$ cat config.mk
export PLATFORM = sky130hd
export DESIGN_NAME = div_ctrl_unit_flat
export DESIGN_NICKNAME = d
export VERILOG_FILES = /design/src/rtl/div_ctrl_unit_if.sv /design/src/rtl/div_ctrl_unit.sv /design/src/flat_wrapper.sv
export SDC_FILE = /design/constraint.sdc
export NUM_CORES = 1
export LEC_CHECK = 0
export ABC_CLOCK_PERIOD_IN_PS = 2200
export BUFFER_PORTS_ARGS = -buffer_cell sky130_fd_sc_hd__clkbuf_2
export CAP_MARGIN = 0
export CORE_MARGIN = 10
export CORE_UTILIZATION = 52
export CTS_CLUSTER_SIZE = 24
export DETAILED_ROUTE_END_ITERATION = 7
export PLACE_DENSITY = 0.85
export SLEW_MARGIN = 25
export SYNTH_ARGS = -nofsm -noshare
export SYNTH_HDL_FRONTEND = slang
export SYNTH_SLANG_ARGS = --single-unit
export TNS_END_PERCENT = 5
$ cat constraint.sdc
create_clock -name clk -period 2.2 [get_ports clk]
set_input_delay 0.22 -clock clk [delete_from_list [all_inputs] [get_ports clk]]
set_output_delay 0.22 -clock clk [all_outputs]
set_load 0.03 [all_outputs]
$ cat src/rtl/div_ctrl_unit_if.sv
// Handshake and micro-op bus between the division control unit and the
// register bank / ALU datapath it sequences.
interface div_ctrl_unit_if;
    logic       start;
    logic [7:0] InB;
    logic       alu_sign;
    logic       q_msb;
    logic [2:0] InMuxAdd;
    logic [7:0] CUconst;
    logic       WE;
    logic [3:0] RegAdd;
    logic [3:0] OutMuxAdd;
    logic [2:0] AluOp;
    logic       AluCin;
    logic       busy;
    logic       done;
    logic [1:0] err;

    modport master (
        output start, InB, alu_sign, q_msb,
        input  InMuxAdd, CUconst, WE, RegAdd, OutMuxAdd, AluOp, AluCin,
               busy, done, err
    );

    modport slave (
        input  start, InB, alu_sign, q_msb,
        output InMuxAdd, CUconst, WE, RegAdd, OutMuxAdd, AluOp, AluCin,
               busy, done, err
    );
endinterface

$ cat src/rtl/div_ctrl_unit.sv
// Sequencer for an 8-bit unsigned non-restoring division on the 16x8 bank.
// R1 = ALU A, R2 = divisor, R3 = dividend/quotient, R7 = partial remainder.
module div_ctrl_unit #(
    parameter int         N_ITER  = 8,
    parameter logic [2:0] OP_PASS = 3'd0,
    parameter logic [2:0] OP_ADD  = 3'd1,
    parameter logic [2:0] OP_SUB  = 3'd2,
    parameter logic [2:0] OP_SHL  = 3'd3
) (
    input logic            clk,
    input logic            rst,
    div_ctrl_unit_if.slave bus
);
    localparam int CNT_W = $clog2(N_ITER + 1);

    localparam logic [3:0] S_IDLE   = 4'd0;
    localparam logic [3:0] S_LD_D   = 4'd1;
    localparam logic [3:0] S_LD_Q   = 4'd2;
    localparam logic [3:0] S_LD_R   = 4'd3;
    localparam logic [3:0] S_IT_LDA = 4'd4;
    localparam logic [3:0] S_IT_SHA = 4'd5;
    localparam logic [3:0] S_IT_ARI = 4'd6;
    localparam logic [3:0] S_IT_LDQ = 4'd7;
    localparam logic [3:0] S_IT_SHQ = 4'd8;
    localparam logic [3:0] S_FX_LDA = 4'd9;
    localparam logic [3:0] S_FX_ADD = 4'd10;
    localparam logic [3:0] S_DONE   = 4'd11;

    logic [3:0]       state;
    logic [CNT_W-1:0] cnt;
    logic             rsign;
    logic             qbit;
    logic [1:0]       err;
    logic             err_done;

    logic             we;
    logic [2:0]       in_mux;
    logic [3:0]       reg_add;
    logic [3:0]       out_mux;
    logic [2:0]       alu_op;
    logic             alu_cin;
    logic [7:0]       cu_const;

    always_ff @(posedge clk or posedge rst) begin
        if (rst) begin
            state    <= S_IDLE;
            cnt      <= '0;
            rsign    <= 1'b0;
            qbit     <= 1'b0;
            err      <= 2'b00;
            err_done <= 1'b0;
        end else begin
            err_done <= 1'b0;
            case (state)
                S_IDLE: begin
                    // Rejected divisors never leave IDLE; done is pulsed from err_done.
                    if (bus.start) begin
                        if (bus.InB == 8'd0) begin
                            err      <= 2'b01;
                            err_done <= 1'b1;
                        end else if (bus.InB[7]) begin
                            err      <= 2'b10;
                            err_done <= 1'b1;
                        end else begin
                            err   <= 2'b00;
                            state <= S_LD_D;
                        end
                    end
                end
                S_LD_D: state <= S_LD_Q;
                S_LD_Q: state <= S_LD_R;
                S_LD_R: begin
                    rsign <= 1'b0;
                    cnt   <= CNT_W'(N_ITER);
                    state <= S_IT_LDA;
                end
                S_IT_LDA: begin
                    qbit  <= bus.q_msb;
                    state <= S_IT_SHA;
                end
                S_IT_SHA: state <= S_IT_ARI;
                S_IT_ARI: begin
                    rsign <= bus.alu_sign;
                    state <= S_IT_LDQ;
                end
                S_IT_LDQ: state <= S_IT_SHQ;
                S_IT_SHQ: begin
                    cnt <= cnt - 1'b1;
                    // Last iteration: a negative remainder needs one corrective add.
                    if (cnt != CNT_W'(1))
                        state <= S_IT_LDA;
                    else if (rsign)
                        state <= S_FX_LDA;
                    else
                        state <= S_DONE;
                end
                S_FX_LDA: begin
                    qbit  <= bus.q_msb;
                    state <= S_FX_ADD;
                end
                S_FX_ADD: state <= S_DONE;
                default:  state <= S_IDLE;
            endcase
        end
    end

    always_comb begin
        we       = 1'b0;
        in_mux   = 3'd0;
        reg_add  = 4'd0;
        out_mux  = 4'd0;
        alu_op   = OP_PASS;
        alu_cin  = 1'b0;
        cu_const = 8'd0;
        case (state)
            S_LD_D: begin
                we      = 1'b1;
                reg_add = 4'd2;
                in_mux  = 3'd1;
            end
            S_LD_Q: begin
                we      = 1'b1;
                reg_add = 4'd3;
                in_mux  = 3'd0;
            end
            S_LD_R: begin
                we       = 1'b1;
                reg_add  = 4'd7;
                in_mux   = 3'd2;
                cu_const = 8'd0;
            end
            S_IT_LDA, S_FX_LDA: begin
                we      = 1'b1;
                reg_add = 4'd1;
                in_mux  = 3'd4;
                out_mux = 4'd7;
            end
            S_IT_SHA: begin
                we      = 1'b1;
                reg_add = 4'd1;
                in_mux  = 3'd3;
                alu_op  = OP_SHL;
                alu_cin = qbit;
            end
            S_IT_ARI: begin
                we      = 1'b1;
                reg_add = 4'd7;
                in_mux  = 3'd3;
                alu_op  = rsign ? OP_ADD : OP_SUB;
            end
            S_IT_LDQ: begin
                we      = 1'b1;
                reg_add = 4'd1;
                in_mux  = 3'd4;
                out_mux = 4'd3;
            end
            S_IT_SHQ: begin
                we      = 1'b1;
                reg_add = 4'd3;
                in_mux  = 3'd3;
                alu_op  = OP_SHL;
                alu_cin = ~rsign;
            end
            S_FX_ADD: begin
                we      = 1'b1;
                reg_add = 4'd7;
                in_mux  = 3'd3;
                alu_op  = OP_ADD;
            end
            default: ;
        endcase
    end

    assign bus.WE        = we;
    assign bus.InMuxAdd  = in_mux;
    assign bus.RegAdd    = reg_add;
    assign bus.OutMuxAdd = out_mux;
    assign bus.AluOp     = alu_op;
    assign bus.AluCin    = alu_cin;
    assign bus.CUconst   = cu_const;
    assign bus.busy      = (state != S_IDLE) && (state != S_DONE);
    assign bus.done      = (state == S_DONE) || err_done;
    assign bus.err       = err;
endmodule

$ cat src/flat_wrapper.sv
// flat-port wrapper written by rule: the top's interface ports become plain ports
module div_ctrl_unit_flat 
#(
    parameter int         N_ITER  = 8,
    parameter logic [2:0] OP_PASS = 3'd0,
    parameter logic [2:0] OP_ADD  = 3'd1,
    parameter logic [2:0] OP_SUB  = 3'd2,
    parameter logic [2:0] OP_SHL  = 3'd3
)
  (clk, rst, bus_start, bus_InB, bus_alu_sign, bus_q_msb, bus_InMuxAdd, bus_CUconst, bus_WE, bus_RegAdd, bus_OutMuxAdd, bus_AluOp, bus_AluCin, bus_busy, bus_done, bus_err);
  div_ctrl_unit_if bus_i ();
  input logic clk;
  input logic rst;
  input wire logic [$bits(bus_i.start)-1:0] bus_start;
  input wire logic [$bits(bus_i.InB)-1:0] bus_InB;
  input wire logic [$bits(bus_i.alu_sign)-1:0] bus_alu_sign;
  input wire logic [$bits(bus_i.q_msb)-1:0] bus_q_msb;
  output wire logic [$bits(bus_i.InMuxAdd)-1:0] bus_InMuxAdd;
  output wire logic [$bits(bus_i.CUconst)-1:0] bus_CUconst;
  output wire logic [$bits(bus_i.WE)-1:0] bus_WE;
  output wire logic [$bits(bus_i.RegAdd)-1:0] bus_RegAdd;
  output wire logic [$bits(bus_i.OutMuxAdd)-1:0] bus_OutMuxAdd;
  output wire logic [$bits(bus_i.AluOp)-1:0] bus_AluOp;
  output wire logic [$bits(bus_i.AluCin)-1:0] bus_AluCin;
  output wire logic [$bits(bus_i.busy)-1:0] bus_busy;
  output wire logic [$bits(bus_i.done)-1:0] bus_done;
  output wire logic [$bits(bus_i.err)-1:0] bus_err;
  assign bus_i.start = bus_start;
  assign bus_i.InB = bus_InB;
  assign bus_i.alu_sign = bus_alu_sign;
  assign bus_i.q_msb = bus_q_msb;
  assign bus_InMuxAdd = bus_i.InMuxAdd;
  assign bus_CUconst = bus_i.CUconst;
  assign bus_WE = bus_i.WE;
  assign bus_RegAdd = bus_i.RegAdd;
  assign bus_OutMuxAdd = bus_i.OutMuxAdd;
  assign bus_AluOp = bus_i.AluOp;
  assign bus_AluCin = bus_i.AluCin;
  assign bus_busy = bus_i.busy;
  assign bus_done = bus_i.done;
  assign bus_err = bus_i.err;
  div_ctrl_unit #(.N_ITER(N_ITER), .OP_PASS(OP_PASS), .OP_ADD(OP_ADD), .OP_SUB(OP_SUB), .OP_SHL(OP_SHL)) u_core (.clk(clk), .rst(rst), .bus(bus_i));
endmodule
==> key figures <==
Global routing
  – First-pass GRT wire length: 4720 µm
  – Initial antenna violation count: 0
  – GRT Overall Usage: 13.4%
  – Congestion Overflow GR: 0
  – Pin count of the biggest net entering global routing: 23
  – Vias in the first global route: 1047

Route
  – Pre-antenna DRT Iters: 4
  – Drt wl/cell: 14.9 µm
  – Detailed-route DRC error count: 0
  – Final antenna-violating net count: 0
  – WL final: 2770 µm
  – Vias: 1032
  – Via density: 5.55
  – Initial drt markers: 68

Final layout
  – Diode count: 0
  – Register area: 328 µm²
  – Area growth, synth to finish: 11.1%
  – Area of the multi-input gates: 637 µm²
  – Fraction of layout cells with a size suffix above 1: 27.0%
  – Fillcell total: 188
  – Final net count: 175

Worst hold path
  – Hold depth: 2
  – Worst Hold End: u_core.bus.err[0]
  – Hold path start: bus_InB[7]
  – Hold Path Class: primary input to flop

Timing
  – Final WS setup: 0.154 ns
  – Setup TNS: 0 ns
  – Max Clock Freq: 489 MHz
  – Slew @ Worst Pin: 0.552 ns
  – Period utilization: 93.0%
  – Final Hold Fails: 0
  – Final Critical Period: 2.05 ns
  – Clock skew: 0.0148 ns
  – Final Slew Violations: 0
  – Final setup violation count: 0
  – Unrepaired setup endpoints after global routing: false
  – Relative slew slack: 63.2%

Power
  – Power consumption: 2.15 mW
  – Peak supply drop: 0.905 mV
  – Leak pwr: 0.580 nW
  – Pwr per Cell Area: 1760 nW/µm²

Synthesis
  – Async set-reset flop share out of synthesis: 100%
  – Post-Synthesis Cells: 134
  – Ranking of synthesized cells by area: dfrtp_1, buf_4, a21oi_1
  – Mapped Area: 1100 µm²
  – Yosys warning count: 0
  – Number of synthesized register bits: 13
  – Post-synthesis sequential area ratio: 29.5%
  – Syn avg cell area: 8.23 µm²
  – Netlist cell types: 48
  – Post-synth EDFFs: 0
  – Post-synth top area share: 29.5%
  – Primary FF master, synth: dfrtp_1
  – Post-synth top cells: a21oi_1, buf_4, dfrtp_1
  – Largest area contributor in the netlist: dfrtp_1

Setup path
  – Top Family by Delay on Critical Path: flip-flops
  – Crit Reg-Reg Startpoint: u_core.state[3]
  – WP data arrival: 1.83 ns
  – Cells on worst reg2reg path: 4
  – CP peak stage delay: 0.65 ns
  – Setup crit end kind: output port
  – Crit path max fanout: 16
  – Worst path slowest cell: dfrtp_1
  – CP Cell Sequence: nor3b_2 -> o21ai_1 -> nand2_1 -> clkbuf_2
  – Crit Path Category: flop to output port
  – Worst Path Required: 1.98 ns
  – Reg2reg end: u_core.cnt[3]
  – CP Buf/Inv Count: 1
  – Crit start category: flop
  – R2r setup slk: 0.44 ns

Place
  – Hpwl dp: 2170 µm
  – RD Place Congestion: 0.853
  – Dpl ws: 0.357 ns
  – Port Buffers: 29

Clock tree
  – # clock sinks: 13
  – Clk_lat worst skew: 0.29 ns
  – Bufs on Longest Clock Path: 2
  – Worst-path clk slew: 0.10 ns
  – Cts bufs inserted: 3
  – # Post-CTS Setup Buffers: 0
  – Clk root buf: clkbuf_4
  – CTS tree: yes
  – H-tree Lvls: 1

Floorplan
  – Die Span X: 66.0 µm
  – Die height: 66.0 µm
  – Core area: 1980 µm²
  – Die Area: 4360 µm²
  – Initial Util: 55.6%
  – Rows: 16
  – IO Count: 41

Flow run
  – Max Cap Viol: 0

Run status
  – Outcome: complete, no violations
logic make-up after synthesis:
logic type,Yosys count,synth area share (%)
AO/OA/AOI/OAI,39,22.7
buffers and inverters,29,16.1
multiplexers,3,3.29
flip-flops,13,29.5
AND/OR/NAND/NOR,46,25.0
XOR/XNOR,1,0.795
other,1,0.340
adder cells (fa/ha/maj),2,2.27
power by group:
| group | switching [mW] | leakage (nW) | internal (mW) |
|---|---|---|---|
| clock network | 0.0878 | 0.0150 | 0.0704 |
| registers | 0.227 | 0.161 | 0.330 |
| logic | 0.934 | 0.403 | 0.504 |
per-stage QoR:
step                instances  util [%]  cell area, µm²  hold WS (ns)
floorplan                 144         -            1140        0.0970
global placement          181      59.8            1190         0.266
detailed placement        181      59.8            1190         0.277
CTS                       186      61.7            1220         0.139
global route              186      61.8            1220         0.145
finish                    186      61.8            1220         0.141
per-layer routing:
metal	vias to the layer above	global-route usage, %	part of all wire (%)
met5	-	0	0
met4	0	6.28	0.51
met3	2	4.75	8.3
met2	38	22.8	52
met1	487	14.4	39
li1	505	-	-
timing repair:
item	4_1_cts	5_1_grt
hold endpoints to repair	13	0
setup endpoints to repair	0	9
hold buffers	1	0
gates resized for setup	0	2
area by class of cell:
cell class                 instances  area share, %
multi-input combinational        102           52.0
sequential                        13           26.8
timing repair buffer              32           13.9
tap                               27           2.76
inverter                           8           2.45
clock buffer                       4           2.15
flip-flops by register name (all words and copies together) (netlist names):
signal / flops
u_core.rsign: 1
u_core.state: 4
u_core.err_done: 1
u_core.cnt: 4
u_core.qbit: 1
u_core.bus.err: 2
worst register-to-register path, delay by kind of cell, from the launching register on:
kind            cells  cell delay [ns]
buf+inv             1             0.24
flops               1             0.65
simple gates        2             0.63
compound gates      1             0.10
worst max path at each step:
stage / startpoint / to / slack (ns) / cells past startpoint
2_1_floorplan: u_core.state[0] / bus_OutMuxAdd[1] / 0.48 / 6
3_3_place_gp: u_core.state[2] / bus_AluCin / 0.41 / 4
3_5_place_dp: u_core.state[2] / bus_AluCin / 0.36 / 4
4_1_cts: u_core.state[2] / bus_AluCin / 0.02 / 4
5_1_grt: u_core.state[3] / bus_OutMuxAdd[1] / 0.02 / 4
6_report: u_core.state[3] / bus_OutMuxAdd[0] / 0.15 / 4
cell usage in the layout (no fill, tap or decap), types with 2 or more instances in the layout:
cell,count
nand2_1,10
nand3_1,5
a31oi_1,2
a21oi_1,13
conb_1,11
dfrtp_2,2
ha_1,2
buf_4,2
o22ai_1,4
dfrtp_1,11
o21a_1,2
nor2b_1,3
clkbuf_2,29
a21o_1,2
nor3_1,2
nor2_1,8
o21ai_1,4
clkbuf_4,3
o31a_1,2
inv_1,5
a221oi_1,3
or3b_1,4
inv_2,2
nand2b_1,2
nand4_1,2
(Power assumes the default switching activity.)
